File: config.mk
export PLATFORM = sky130hd
export DESIGN_NAME = prim_count_array
export DESIGN_NICKNAME = d
export VERILOG_FILES = /design/src/rtl/prim_count_pkg.sv /design/src/rtl/prim_count_lane.sv /design/src/rtl/prim_count_array.sv
export SDC_FILE = /design/constraint.sdc
export NUM_CORES = 1
export LEC_CHECK = 0
export BUFFER_PORTS_ARGS = -buffer_cell sky130_fd_sc_hd__buf_4
export CELL_PAD_IN_SITES_DETAIL_PLACEMENT = 1
export CELL_PAD_IN_SITES_GLOBAL_PLACEMENT = 1
export CORE_MARGIN = 5
export CORE_UTILIZATION = 46
export DETAILED_ROUTE_END_ITERATION = 16
export PLACE_DENSITY = 0.87
export SLEW_MARGIN = 25
export SYNTH_ARGS = -nofsm -noshare
export SYNTH_HDL_FRONTEND = slang
export SYNTH_SLANG_ARGS = --single-unit
export TNS_END_PERCENT = 50
File: constraint.sdc
create_clock -name clk_i -period 6.1 [get_ports clk_i]
set_input_delay 0.61 -clock clk_i [delete_from_list [all_inputs] [get_ports clk_i]]
set_output_delay 0.61 -clock clk_i [all_outputs]
set_load 0.005 [all_outputs]
File: src/rtl/prim_count_pkg.sv
// Shared types for the hardened counter primitives.
//   cnt_mode_e    : per-channel overflow policy (saturate or modulo wrap)
//   action_mask_t : which counter actions an instance may ever see
//   Clr/Set/Incr/Decr : one-hot bits of action_mask_t
package prim_count_pkg;

  typedef enum logic {
    CntSat  = 1'b0,
    CntWrap = 1'b1
  } cnt_mode_e;

  typedef logic [3:0] action_mask_t;

  localparam action_mask_t Clr  = 4'b0001;
  localparam action_mask_t Set  = 4'b0010;
  localparam action_mask_t Incr = 4'b0100;
  localparam action_mask_t Decr = 4'b1000;

endpackage

File: src/rtl/prim_count_lane.sv
// One hardened counter channel: an up-counting primary paired with a
// down-counting secondary whose sum must always equal all-ones.
//   clk_i, rst_i       : clock, synchronous active-high reset
//   clr_i, set_i       : clear to ResetValue / load set_cnt_i (clr wins)
//   incr_en_i/decr_en_i: step by step_i (both set = hold)
//   commit_i           : state only updates when high
//   tc_val_i           : terminal-count compare value
//   cnt_o              : primary count
//   cnt_after_commit_o : primary count that a commit would produce
//   tc_o, wrap_o       : registered one-cycle event pulses
//   err_o              : combinational primary/secondary cross-check failure
module prim_count_lane
  import prim_count_pkg::*;
#(
  parameter int unsigned      Width           = 8,
  parameter logic [Width-1:0] ResetValue      = '0,
  parameter cnt_mode_e        Mode            = CntSat,
  parameter action_mask_t     PossibleActions = '1
) (
  input  logic             clk_i,
  input  logic             rst_i,
  input  logic             clr_i,
  input  logic             set_i,
  input  logic [Width-1:0] set_cnt_i,
  input  logic             incr_en_i,
  input  logic             decr_en_i,
  input  logic [Width-1:0] step_i,
  input  logic             commit_i,
  input  logic [Width-1:0] tc_val_i,
  output logic [Width-1:0] cnt_o,
  output logic [Width-1:0] cnt_after_commit_o,
  output logic             tc_o,
  output logic             wrap_o,
  output logic             err_o
);

  localparam logic [Width-1:0] MaxVal = '1;
  localparam bit               Sat    = (Mode == CntSat);

  logic [Width-1:0] prim_q, sec_q, sec_val, fpv_force;
  logic [Width-1:0] prim_d, sec_d;
  logic [Width:0]   prim_up, prim_dn, sec_up, sec_dn, cross_sum;
  logic             up, dn, prim_gate, wrap_ev;
  logic             tc_q, wrap_q;

  // Formal can drive fpv_force freely to corrupt the secondary.
`ifndef PrimCountFpv
  assign fpv_force = '0;
`endif
  assign sec_val = sec_q ^ fpv_force;

  always_comb begin
    up      = incr_en_i & ~decr_en_i;
    dn      = decr_en_i & ~incr_en_i;
    prim_up = {1'b0, prim_q} + {1'b0, step_i};
    prim_dn = {1'b0, prim_q} - {1'b0, step_i};
    sec_up  = {1'b0, sec_val} + {1'b0, step_i};
    sec_dn  = {1'b0, sec_val} - {1'b0, step_i};
    // A saturating counter already at the rail it is pushed against is
    // frozen, so it cannot report a second clamp event.
    prim_gate = Sat && ((up && prim_q == MaxVal) || (dn && prim_q == '0));

    prim_d  = prim_q;
    sec_d   = sec_val;
    wrap_ev = 1'b0;
    if (clr_i) begin
      prim_d = ResetValue;
      sec_d  = MaxVal - ResetValue;
    end else if (set_i) begin
      prim_d = set_cnt_i;
      sec_d  = MaxVal - set_cnt_i;
    end else if (up) begin
      if (!prim_gate) begin
        wrap_ev = prim_up[Width];
        prim_d  = (prim_up[Width] && Sat) ? MaxVal : prim_up[Width-1:0];
      end
      sec_d = (sec_dn[Width] && Sat) ? '0 : sec_dn[Width-1:0];
    end else if (dn) begin
      if (!prim_gate) begin
        wrap_ev = prim_dn[Width];
        prim_d  = (prim_dn[Width] && Sat) ? '0 : prim_dn[Width-1:0];
      end
      sec_d = (sec_up[Width] && Sat) ? MaxVal : sec_up[Width-1:0];
    end
  end

  always_ff @(posedge clk_i) begin
    if (rst_i) begin
      prim_q <= ResetValue;
      sec_q  <= MaxVal - ResetValue;
      tc_q   <= 1'b0;
      wrap_q <= 1'b0;
    end else begin
      if (commit_i) begin
        prim_q <= prim_d;
        sec_q  <= sec_d;
      end
      tc_q   <= commit_i && (prim_d == tc_val_i) && (prim_q != tc_val_i);
      wrap_q <= commit_i && wrap_ev;
    end
  end

  assign cross_sum          = {1'b0, prim_q} + {1'b0, sec_val};
  assign err_o              = (cross_sum != {1'b0, MaxVal});
  assign cnt_o              = prim_q;
  assign cnt_after_commit_o = prim_d;
  assign tc_o               = tc_q;
  assign wrap_o             = wrap_q;

  a_clr_possible: assert property (@(posedge clk_i) disable iff (rst_i)
    (!clr_i || ((PossibleActions & Clr) != '0)));
  a_set_possible: assert property (@(posedge clk_i) disable iff (rst_i)
    (!set_i || ((PossibleActions & Set) != '0)));
  a_incr_possible: assert property (@(posedge clk_i) disable iff (rst_i)
    (!incr_en_i || ((PossibleActions & Incr) != '0)));
  a_decr_possible: assert property (@(posedge clk_i) disable iff (rst_i)
    (!decr_en_i || ((PossibleActions & Decr) != '0)));

endmodule

File: src/rtl/prim_count_array.sv
// N-channel hardened cross-counter array with a shared sticky error.
//   clk_i, rst_i        : clock, synchronous active-high reset
//   clr_i/set_i/incr_en_i/decr_en_i/commit_i : per-channel controls
//   set_cnt_i/step_i/tc_val_i : per-channel Width-bit fields, channel k at [k*Width +: Width]
//   cnt_o, cnt_after_commit_o : per-channel current / prospective counts
//   tc_o, wrap_o        : per-channel registered event pulses
//   err_o               : per-channel combinational cross-check failure
//   err_sticky_o        : latched OR of err_o, cleared only by reset
module prim_count_array
  import prim_count_pkg::*;
#(
  parameter int unsigned      NumCh           = 4,
  parameter int unsigned      Width           = 8,
  parameter logic [Width-1:0] ResetValue      = '0,
  parameter logic [NumCh-1:0] Mode            = {NumCh{CntSat}},
  parameter action_mask_t     PossibleActions = '1
) (
  input  logic                   clk_i,
  input  logic                   rst_i,
  input  logic [NumCh-1:0]       clr_i,
  input  logic [NumCh-1:0]       set_i,
  input  logic [NumCh*Width-1:0] set_cnt_i,
  input  logic [NumCh-1:0]       incr_en_i,
  input  logic [NumCh-1:0]       decr_en_i,
  input  logic [NumCh*Width-1:0] step_i,
  input  logic [NumCh-1:0]       commit_i,
  input  logic [NumCh*Width-1:0] tc_val_i,
  output logic [NumCh*Width-1:0] cnt_o,
  output logic [NumCh*Width-1:0] cnt_after_commit_o,
  output logic [NumCh-1:0]       tc_o,
  output logic [NumCh-1:0]       wrap_o,
  output logic [NumCh-1:0]       err_o,
  output logic                   err_sticky_o
);

  logic [NumCh-1:0] err;
  logic             err_sticky_q;

  for (genvar k = 0; k < NumCh; k++) begin : g_lane
    prim_count_lane #(
      .Width           (Width),
      .ResetValue      (ResetValue),
      .Mode            (cnt_mode_e'(Mode[k])),
      .PossibleActions (PossibleActions)
    ) u_lane (
      .clk_i              (clk_i),
      .rst_i              (rst_i),
      .clr_i              (clr_i[k]),
      .set_i              (set_i[k]),
      .set_cnt_i          (set_cnt_i[k*Width +: Width]),
      .incr_en_i          (incr_en_i[k]),
      .decr_en_i          (decr_en_i[k]),
      .step_i             (step_i[k*Width +: Width]),
      .commit_i           (commit_i[k]),
      .tc_val_i           (tc_val_i[k*Width +: Width]),
      .cnt_o              (cnt_o[k*Width +: Width]),
      .cnt_after_commit_o (cnt_after_commit_o[k*Width +: Width]),
      .tc_o               (tc_o[k]),
      .wrap_o             (wrap_o[k]),
      .err_o              (err[k])
    );
  end

  always_ff @(posedge clk_i) begin
    if (rst_i) begin
      err_sticky_q <= 1'b0;
    end else begin
      err_sticky_q <= err_sticky_q | (|err);
    end
  end

  assign err_o        = err;
  assign err_sticky_o = err_sticky_q;

endmodule

==> results.md, run 1 <==
- Outcome: finished, final reports clean
- Post-synthesis cell area: 12,800 um2
- GPL Wtd Cong: 0.947
- Crit path to: cnt_after_commit_o[31]
- Post-synthesis simple-gate area fraction: 0.237
- Number of distinct library cells after synthesis: 92
- Crit path launch: g_lane[3].u_lane.cnt_o[0]$_SDFFE_PP0P_
- Worst endpoint required time: 5.49 ns
- Io pins: 195
- Most Used Layer, Global Route: met2
- Clock Latency Late Sink: 0.35 ns
- Largest net degree at the start of global routing: 55
- Crit path launch type: register
- Endpoints failing hold: 0
- Cells after synthesis: 1,741
- PwrDens: 154 nW/um2
- Final wirelength: 50.1 mm
- FILL cells: 3,577
- Worst reg-to-reg path cell count: 13
- RSZ-0062 raised after global routing: no
- ANT nets after route: 0
- Final Setup Violations: 0
- Initial DRC Count: 1,023
- Synth Area in Compound Gates: 0.263
- GR Util All Layers: 0.309
- Resized cells post-CTS: 0
- Syn. warnings: 0
- Layout area overhead: 14.7%
- Clock skew: 0.00959 ns
- Worst hold path class: reg2reg
- Post-synth EDFFs: 0
- Setup TNS: 0 ns
- FF+latch area: 1460 um2
- Max-Cap Viols: 0
- Syn Area/Cell: 7.37 um2
- First-pass GRT wire length: 78.4 mm
- Grt met1 use: 0.403
- Final cell count without fillers: 2,250
- Worst-margin pin slew: 0.813 ns
- Asr flop ratio synth: 0
- Die span in x: 177 um
- Post-synthesis sequential area ratio: 0.114
- CP Class: reg2out
- FF+latch count, synth: 73
- Minimum clock period: 4.22 ns
- Leakage power: 6.63 nW
- Fin crit share: 0.692
- F_max: 0.237 GHz
- Routing usage on met3: 0.0288
- IO Port Bufs: 194
- Slew headroom: 0.458
- Rows: 61
- Core Box Area: 27,600 um2
- Worst R2R End: g_lane[0].u_lane.tc_o$_SDFF_PP0_
- Post-Synth Adder-Cell Area: 0.199
- CTS tree: done
- DRC viols: 0
- Initial antenna violation count: 0
- Post-DR wirelength/cell: 22.3 um
- Die area: 31,300 um2
- Chip Height: 177 um
- Worst vdd ir: 116 uV
- Cts hold-fix bufs: 0
- First-pass iteration count of the detailed router: 6
- Num CTS Buffers: 9
- Fin Hold WS: 0.534 ns
- DP HPWL: 39.8 mm
- Pins Over Slew Limit: 0
- Critical path endpoint category: output port
- CTS sink count: 73
- Vias/cell: 6.28
- Setup Buffers After CTS: 0
- Critical Path AT: 3.61 ns
- Hold path cells: 2
- Number of global-route vias before repair: 14,400
- Placed cell count: 2,235
- Clk root buf: clkbuf_16
- Total nets after synthesis: 2,051
- Clock buffer depth: 2
- Reg-to-reg slack, setup: 2.47 ns
- Multi-input logic area: 10,400 um2
- ANT cells: 0
- Grt ovf: 0
- Post-Synth XOR/XNOR Area: 0.0874
- Reg-to-reg startpoint: g_lane[0].u_lane.cnt_o[0]$_SDFFE_PP0P_
- Layout cells sized above 1: 0.130
- Post-synth top flop: dfxtp_1
- Reg clk slew, reported paths: 0.07 ns
- Vias: 14,100
- Crit path max fanout: 8
- Post-synthesis mux area share: 0.0267
- CTS H-tree depth: 3
- Met2 GRT Util: 0.537
- Combinational family with the most area after synthesis: compound AO/OA/AOI/OAI gates
- Layout net count: 2,178
- Initial core utilization: 0.464
- Total power: 0.00227 W
worst min path at each step:
| stage | to | startpoint |
|---|---|---|
| finish | err_sticky_o$_SDFF_PP0_ | err_sticky_o$_SDFF_PP0_ |
| global route | g_lane[0].u_lane.sec_q[0]$_SDFFE_PP1P_ | g_lane[0].u_lane.sec_q[0]$_SDFFE_PP1P_ |
| CTS | err_sticky_o$_SDFF_PP0_ | err_sticky_o$_SDFF_PP0_ |
| detailed placement | err_sticky_o$_SDFF_PP0_ | err_sticky_o$_SDFF_PP0_ |
| global placement | err_sticky_o$_SDFF_PP0_ | err_sticky_o$_SDFF_PP0_ |
| floorplan | g_lane[0].u_lane.sec_q[0]$_SDFFE_PP1P_ | g_lane[0].u_lane.sec_q[0]$_SDFFE_PP1P_ |
cells in the final DEF, fill, tap and decap left out, types with 9 or more instances in the layout:
cell type  Yosys  layout
o31ai_1       17      17
inv_1        144     144
buf_4         16     197
and3_1        14      14
a21oi_1      153     153
o22ai_1       20      20
clkbuf_16      0       9
a211o_1        9       9
nor2b_1       38      38
nor3_1        75      75
o21ai_0       67      67
a21o_1        27      27
nand4_1       12      12
mux2i_1       32      32
nand3_1       37      37
xnor2_1       68      68
o21a_1        13      13
and2_1        11      11
nor4_1        37      37
or3_1         17      17
dfxtp_1       73      73
ha_1         172     172
nor2_1       154     154
a211oi_1      15      15
nor3b_1       14      14
fa_1          20      20
nand2_1       94      94
or4_1         10      10
nand2b_1      31      31
a221oi_1      14      14
xor2_1        60      60
o21bai_1      24      24
a31oi_1       22      22
layout make-up:
type                       instances  share of cell area
tap                              378              0.0321
multi-input combinational       1439               0.709
timing repair buffer             197               0.100
inverter                         148              0.0379
clock buffer                      12              0.0167
sequential                        73              0.0992
clock inverter                     3             0.00442
power breakdown:
part	switching, W	total [W]	internal (W)
logic	0.000637	0.00110	0.000463
clock network	0.000237	0.000605	0.000368
registers	0.0000635	0.000562	0.000499
kinds of logic after synthesis:
kind of cell | after synthesis
buffers and inverters | 229
AO/OA/AOI/OAI | 497
AND/OR/NAND/NOR | 588
adder cells (fa/ha/maj) | 192
XOR/XNOR | 128
multiplexers | 34
flip-flops | 73
worst max-delay path, stage by stage, from the launching register on:
cell	delay, ns
dfxtp_1	0.42
inv_1	0.16
ha_1	0.16
inv_1	0.05
fa_1	0.42
a211oi_1	0.30
nor2_1	0.12
o41ai_2	0.56
or3_1	0.21
a21oi_1	0.07
o31ai_1	0.53
inv_1	0.10
buf_4	0.16
Yosys cell counts (8+ instances only):
cell type	number	area, um2
ha_1	172	2150
nor2_1	154	578
a21oi_1	153	766
inv_1	144	541
nand2_1	94	353
nor3_1	75	375
dfxtp_1	73	1460
xnor2_1	68	596
o21ai_0	67	335
xor2_1	60	526
clkbuf_1	53	199
nor2b_1	38	238
nand3_1	37	185
nor4_1	37	231
mux2i_1	32	320
nand2b_1	31	194
a21o_1	27	203
o21bai_1	24	180
a31oi_1	22	138
fa_1	20	400
o22ai_1	20	125
o31ai_1	17	128
or3_1	17	106
buf_4	16	120
a211oi_1	15	113
a221oi_1	14	123
and3_1	14	87.6
nor3b_1	14	105
o21a_1	13	97.6
nand4_1	12	75.1
and2_1	11	68.8
or4_1	10	75.1
a211o_1	9	78.8
a22oi_1	8	60.1
buf_2	8	40.0
nand3b_1	8	60.1
nor4b_1	8	70.1
metal layers:
layer / share of wire / vias to the layer above / wire, um
met4: 0.029 / 0 / 1470
li1: - / 6588 / -
met5: 0 / - / 0
met3: 0.047 / 101 / 2370
met1: 0.43 / 6933 / 21700
met2: 0.49 / 505 / 24500
state kept, by name, summed over array words and instances (netlist names):
name                  cells
g_lane.u_lane.cnt_o      32
err_sticky_o              1
g_lane.u_lane.wrap_o      4
g_lane.u_lane.tc_o        4
g_lane.u_lane.sec_q      32
per-stage QoR:
stage / area (um2) / setup slack, ns / utilization
4_1_cts: 14700 / 1.92 / 0.533
6_report: 14700 / 1.88 / 0.533
5_1_grt: 14700 / 1.60 / 0.533
2_1_floorplan: 12800 / 2.83 / -
3_5_place_dp: 14400 / 2.03 / 0.522
3_3_place_gp: 14400 / 2.11 / 0.522
No activity file was read; power rests on OpenSTA's default activity.
==> inputs of run 2 (changes only) <==
--- a/config.mk
+++ b/config.mk
@@ -5,13 +5,14 @@
 export SDC_FILE = /design/constraint.sdc
 export NUM_CORES = 1
 export LEC_CHECK = 0
+export ABC_AREA = 1
 export BUFFER_PORTS_ARGS = -buffer_cell sky130_fd_sc_hd__buf_4
 export CELL_PAD_IN_SITES_DETAIL_PLACEMENT = 1
 export CELL_PAD_IN_SITES_GLOBAL_PLACEMENT = 1
 export CORE_MARGIN = 5
-export CORE_UTILIZATION = 46
+export CORE_UTILIZATION = 41
 export DETAILED_ROUTE_END_ITERATION = 16
-export PLACE_DENSITY = 0.87
+export PLACE_DENSITY = 0.82
 export SLEW_MARGIN = 25
 export SYNTH_ARGS = -nofsm -noshare
 export SYNTH_HDL_FRONTEND = slang
==> constraint.sdc (replaced) <==
create_clock -name clk_i -period 4.19 [get_ports clk_i]
set_input_delay 0.419 -clock clk_i [delete_from_list [all_inputs] [get_ports clk_i]]
set_output_delay 0.419 -clock clk_i [all_outputs]
set_load 0.005 [all_outputs]
==> run 2 against run 1 <==
Net effect:
- power grew 62%
- clock power grew 49%
- register-to-register slack lost 1.2 ns
- worst setup slack lost 1.1 ns
- critical path type unchanged
- critical endpoint is now err_o[1]
==> results.md, run 2 <==
- Outcome: finished, final reports clean
- Worst hold path class: in2reg
- Post-synthesis sequential area ratio: 0.112
- DP HPWL: 41.9 mm
- Endpoints failing hold: 0
- Critical path endpoint category: output port
- Most common cell in the netlist: nand2_1
- RSZ-0062 raised after global routing: no
- GPL Wtd Cong: 0.996
- Num CTS Buffers: 9
- Initial core utilization: 0.414
- Worst path buffer plus inverter count: 2
- Asr flop ratio synth: 0
- Final wirelength: 50.6 mm
- Syn Area/Cell: 6.06 um2
- GR Util All Layers: 0.276
- Initial antenna violation count: 1
- Gate power share: 0.523
- CP max-delay cell: fa_1
- F_max: 0.292 GHz
- Number of global-route vias before repair: 15,600
- Post-synth top cells: 616 x nand2_1, 289 x inv_1, 182 x a21oi_1
- Cells after synthesis: 2,150
- Die area: 35,400 um2
- Die span in x: 188 um
- Vias/cell: 5.53
- Internal: 0.00200 W
- Core Box Area: 31,500 um2
- Layout net count: 2,603
- Pins Over Slew Limit: 0
- First-pass iteration count of the detailed router: 5
- Power share of the clock group: 0.246
- Worst-margin pin slew: 0.969 ns
- Cell-by-cell trace of the critical path: ha_1, fa_1, nand3b_1, nor4_1, nand3b_1, o21bai_1, nor3_1, inv_1, buf_4
- Sequential share of power: 0.231
- Clock buffer depth: 2
- Fin crit share: 0.818
- Syn. warnings: 0
- Crit path max fanout: 9
- CTS sink count: 73
- Total power: 0.00367 W
- Rows: 65
- Io pins: 195
- Crit-path max cell delay: 0.50 ns
- DRC viols: 0
- Synth top area cells: nand2_1 18%, ha_1 17%, dfxtp_1 11%
- Reg clk slew, reported paths: 0.07 ns
- Resized cells post-CTS: 0
- CTS H-tree depth: 3
- Top-area cell type share of the netlist area: 0.178
- ANT cells: 0
- CP Class: reg2out
- Slew headroom: 0.354
- Largest net degree at the start of global routing: 31
- Grt ovf: 0
- Final instance area: 15,000 um2
- Post-synthesis cell area: 13,000 um2
- Placed Instance Area: 14,700 um2
- Most frequent cells in the layout: 616 x nand2_1, 288 x inv_1, 207 x buf_4, 182 x a21oi_1, 172 x ha_1
- Clock Latency Late Sink: 0.36 ns
- Final cell count without fillers: 2,700
- Setup Buffers After CTS: 0
- Total nets after synthesis: 2,460
- Final Setup Violations: 0
- Clock skew: 0.0116 ns
- Setup ws final: 0.765 ns
- Vias: 14,900
- Setup TNS: 0 ns
- FILL cells: 4,394
- Delay-heaviest family, CP: simple AND/OR/NAND/NOR gates
- Cts hold-fix bufs: 0
- Chip Height: 188 um
- Worst endpoint required time: 3.77 ns
- Crit path launch type: register
- Layout area overhead: 15.2%
- Initial DRC Count: 816
- Post-DR wirelength/cell: 18.7 um
- Most common cell after layout, fill and taps aside: nand2_1
- IO Port Bufs: 194
- Layout cells sized above 1: 0.135
- ANT nets after route: 0
- Pre-CTS setup slack: 1.12 ns
- Post-synth EDFFs: 0
- FF+latch count, synth: 73
- Critical Path AT: 3.01 ns
- Post-synth top flop: dfxtp_1
- Number of distinct library cells after synthesis: 59
- Switching share of power: 0.456
- Minimum clock period: 3.43 ns
- CTS tree: done
- Cell taking the most area after synthesis: nand2_1
- PwrDens: 245 nW/um2
- Placed cell count: 2,684
- Leakage power: 8.21 nW
- Clk root buf: clkbuf_16
- Cell mode on critical path: nand3b_1
- Switching power: 0.00168 W
- Max-Cap Viols: 0
- Worst vdd ir: 202 uV
- First-pass GRT wire length: 81.0 mm
run 2: changes by cell type after synthesis, sizes merged, moves of 32 or more:
cell,previous run,this run
nor2b,38,0
nand4,12,45
nand3,38,141
mux2i,32,0
nand2,94,633
o21ai,69,121
nor3,75,19
inv,146,310
a21oi,153,196
xnor2,68,19
run 2: area by class of cell:
cell class / count / area (um2) / area share
tap: 402 / 503 / 0.0335
multi-input combinational: 1689 / 9990 / 0.665
sequential: 73 / 1460 / 0.0974
clock buffer: 10 / 239 / 0.0159
inverter: 313 / 1180 / 0.0784
timing repair buffer: 207 / 1550 / 0.104
clock inverter: 6 / 90.1 / 0.00600
run 2: stage by stage:
step,utilization,hold WS [ns]
floorplan,-,0.488
global placement,0.466,0.526
detailed placement,0.466,0.554
CTS,0.477,0.340
global route,0.477,0.362
finish,0.477,0.349
run 2: path summary, 6_finish.rpt:
check | endpoint | depth (start not counted) | slack [ns] | startpoint
worst min-delay path | g_lane[0].u_lane.tc_o$_SDFF_PP0_ | 4 | 0.35 | tc_val_i[7]
worst min register to register | g_lane[1].u_lane.sec_q[5]$_SDFFE_PP1P_ | 2 | 0.58 | g_lane[1].u_lane.sec_q[5]$_SDFFE_PP1P_
worst max-delay path | err_o[1] | 9 | 0.76 | g_lane[1].u_lane.cnt_o[0]$_SDFFE_PP0P_
worst max register to register | err_sticky_o$_SDFF_PP0_ | 10 | 1.30 | g_lane[1].u_lane.cnt_o[0]$_SDFFE_PP0P_
run 2: metal layers:
layer	global-route usage	vias up	share of wire
li1	-	7296	-
met1	0.355	7125	0.45
met2	0.478	407	0.47
met3	0.0339	96	0.046
met4	0.0957	2	0.031
met5	0	-	0.00014
run 2: worst register-to-register path, cell delays in order (launching register included):
cell and delay (ns):
dfxtp_1 0.40, ha_1 0.27, fa_1 0.50, nand3b_1 0.08, nor4_1 0.38, nand3b_1 0.12
o21bai_1 0.17, nor3_1 0.47, nand3_1 0.20, nor2_1 0.15, nor2_1 0.05
run 2: logic make-up after synthesis:
logic type | synth area share
compound gates | 0.174
xor+xnor | 0.0511
fa+ha+maj | 0.196
buf+inv | 0.121
flops | 0.112
simple gates | 0.345
run 2: power by group through the flow:
stage | sequential (W) | clock (W) | combinational (W)
6_report | 0.000848 | 0.000904 | 0.00192
3_5_place_dp | 0.000862 | 0 | 0.00190
3_3_place_gp | 0.000859 | 0 | 0.00183
2_1_floorplan | 0.000820 | 0 | 0.00128
4_1_cts | 0.000846 | 0.000913 | 0.00191
5_1_grt | 0.000854 | 0.000940 | 0.00215
==> inputs of run 3 (changes only) <==
--- a/config.mk
+++ b/config.mk
@@ -10,9 +10,9 @@
 export CELL_PAD_IN_SITES_DETAIL_PLACEMENT = 1
 export CELL_PAD_IN_SITES_GLOBAL_PLACEMENT = 1
 export CORE_MARGIN = 5
-export CORE_UTILIZATION = 41
+export CORE_UTILIZATION = 37
 export DETAILED_ROUTE_END_ITERATION = 16
-export PLACE_DENSITY = 0.82
+export PLACE_DENSITY = 0.78
 export SLEW_MARGIN = 25
 export SYNTH_ARGS = -nofsm -noshare
 export SYNTH_HDL_FRONTEND = slang
==> constraint.sdc (replaced) <==
create_clock -name clk_i -period 2.83 [get_ports clk_i]
set_input_delay 0.283 -clock clk_i [delete_from_list [all_inputs] [get_ports clk_i]]
set_output_delay 0.283 -clock clk_i [all_outputs]
set_load 0.005 [all_outputs]
==> run 3 against run 2 <==
Net effect:
- clock skew fell by 0.0020 ns
- worst hold slack worse by 0.12 ns
- clock power is 31% higher
- highest routed layer unchanged
- die area grew 10%
- critical path type unchanged
- core utilization shrank 0.15 points
- register-to-register slack worse by 1.1 ns
==> results.md, run 3 (synthesized netlist as in run 2, its figures left out) <==
- Outcome: finished, final reports clean
- Most common cell after layout, fill and taps aside: nand2_1
- Most frequent cells in the layout: 560 x nand2_1, 296 x buf_4, 278 x inv_1, 168 x a21oi_1, 146 x ha_1
- Placed cell count: 2,792
- F_max: 0.355 GHz
- FF+latch area: 1490 um2
- Max-Cap Viols: 0
- Crit path launch type: register
- DP HPWL: 44.9 mm
- Critical path endpoint category: output port
- ANT cells: 0
- Number of global-route vias before repair: 16,000
- Reg-to-reg startpoint: g_lane[2].u_lane.cnt_o[7]$_SDFFE_PP0P_
- Cts hold-fix bufs: 0
- CTS sink count: 73
- Layout area overhead: 26.4%
- Layout cells sized above 1: 0.234
- Final wirelength: 56.4 mm
- Largest net degree at the start of global routing: 27
- Worst R2R End: g_lane[2].u_lane.tc_o$_SDFF_PP0_
- Post-DR wirelength/cell: 19.8 um
- Crit path to: err_o[2]
- CTS tree: done
- Worst endpoint required time: 2.55 ns
- Placed Instance Area: 15,200 um2
- GPL Wtd Cong: 0.964
- Initial DRC Count: 770
- Slew headroom: 0.496
- Worst vdd ir: 279 uV
- Endpoints failing hold: 0
- Core Box Area: 34,600 um2
- Worst-margin pin slew: 0.748 ns
- Final cell count without fillers: 2,851
- DRC viols: 0
- Crit path launch: g_lane[2].u_lane.cnt_o[0]$_SDFFE_PP0P_
- Setup ws final: 0.0160 ns
- GR Util All Layers: 0.272
- Initial core utilization: 0.376
- Die area: 39,100 um2
- Pre-CTS setup slack: 0.0995 ns
- CP Class: reg2out
- Fin crit share: 0.994
- Pins Over Slew Limit: 0
- Minimum clock period: 2.81 ns
- Leakage power: 8.73 nW
- Critical Path AT: 2.53 ns
- FILL cells: 4,714
- First-pass iteration count of the detailed router: 5
- Rows: 68
- Crit path max fanout: 6
- Multi-input logic area: 10,600 um2
- First-pass GRT wire length: 86.0 mm
- Vias/cell: 5.49
- Vias: 15,600
- Reg-to-reg slack, setup: 0.19 ns
- RSZ-0062 raised after global routing: yes
- Fin Hold WS: 0.227 ns
- Reg clk slew, reported paths: 0.07 ns
- Final Setup Violations: 0
- Clock skew: 0.00952 ns
- Grt ovf: 0
- Clk root buf: clkbuf_16
- Worst reg-to-reg path cell count: 16
- Die span in x: 198 um
- Io pins: 195
- Layout net count: 2,702
- IO Port Bufs: 194
- Chip Height: 198 um
- Final instance area: 16,500 um2
- ANT nets after route: 0
- Clock Latency Late Sink: 0.36 ns
- CTS H-tree depth: 3
- Clock buffer depth: 2
- Worst hold path class: in2reg
- Num CTS Buffers: 9
- Initial antenna violation count: 1
- PwrDens: 346 nW/um2
run 3: cell types whose count changed in the layout (fill, tap and decap cells not counted), sizes merged:
cell      previous run  this run
clkinvlp             1         0
bufinv               2         1
clkbuf              10        11
buf                207       306
clkinv               5         6
inv                311       310
run 3: stage by stage:
step	utilization	setup TNS (ns)	total power, W
after floorplan	-	0	0.00311
after global placement	0.438	0	0.00410
after detailed placement	0.438	0	0.00419
after CTS	0.453	-0.0398	0.00545
after global routing	0.475	-1.88	0.00610
final	0.475	0	0.00570
run 3: cell type report:
type	instances	share of cell area
Clock inverter	4	0.00274
Sequential cell	73	0.0904
Timing Repair Buffer	306	0.142
Inverter	313	0.0720
Clock buffer	11	0.0141
Tap cell	455	0.0346
Multi-Input combinational cell	1689	0.644
run 3: worst min-delay path by stage:
stage / from / endpoint / slack [ns] / cells past startpoint
CTS: tc_val_i[7] / g_lane[0].u_lane.tc_o$_SDFF_PP0_ / 0.21 / 4
floorplan: commit_i[2] / g_lane[2].u_lane.wrap_o$_SDFF_PP0_ / 0.44 / 2
global placement: g_lane[0].u_lane.sec_q[1]$_SDFFE_PP1P_ / g_lane[0].u_lane.sec_q[1]$_SDFFE_PP1P_ / 0.53 / 2
detailed placement: g_lane[0].u_lane.sec_q[1]$_SDFFE_PP1P_ / g_lane[0].u_lane.sec_q[1]$_SDFFE_PP1P_ / 0.55 / 2
finish: tc_val_i[7] / g_lane[0].u_lane.tc_o$_SDFF_PP0_ / 0.23 / 4
global route: tc_val_i[7] / g_lane[0].u_lane.tc_o$_SDFF_PP0_ / 0.23 / 4
run 3: layer usage:
metal | share of wire | GRT usage | vias up
li1 | - | - | 7478
met1 | 0.44 | 0.359 | 7592
met2 | 0.47 | 0.460 | 451
met3 | 0.052 | 0.0382 | 124
met4 | 0.033 | 0.0852 | 2
met5 | 0.00023 | 0 | -
run 3: repair_timing:
item,CTS,global route
gates cloned,0,0
endpoints found under the setup margin,35,38
gates resized for setup,57,148
pin swaps,25,61
buffers inserted,13,32
run 3: critical path, cell delays in order (launching register included):
cell and delay [ns]:
dfxtp_4 0.37, buf_4 0.17, ha_2 0.19, fa_1 0.48, nand3b_1 0.09, a221oi_2 0.19
nand3_1 0.10, a21oi_1 0.13, o211ai_1 0.12, nor2_2 0.14, inv_2 0.07, buf_4 0.13
run 3: power by group:
group / internal, W / switching (W)
logic: 0.00128 / 0.00203
clock network: 0.000676 / 0.000508
registers: 0.00109 / 0.000108
total: 0.00305 / 0.00265
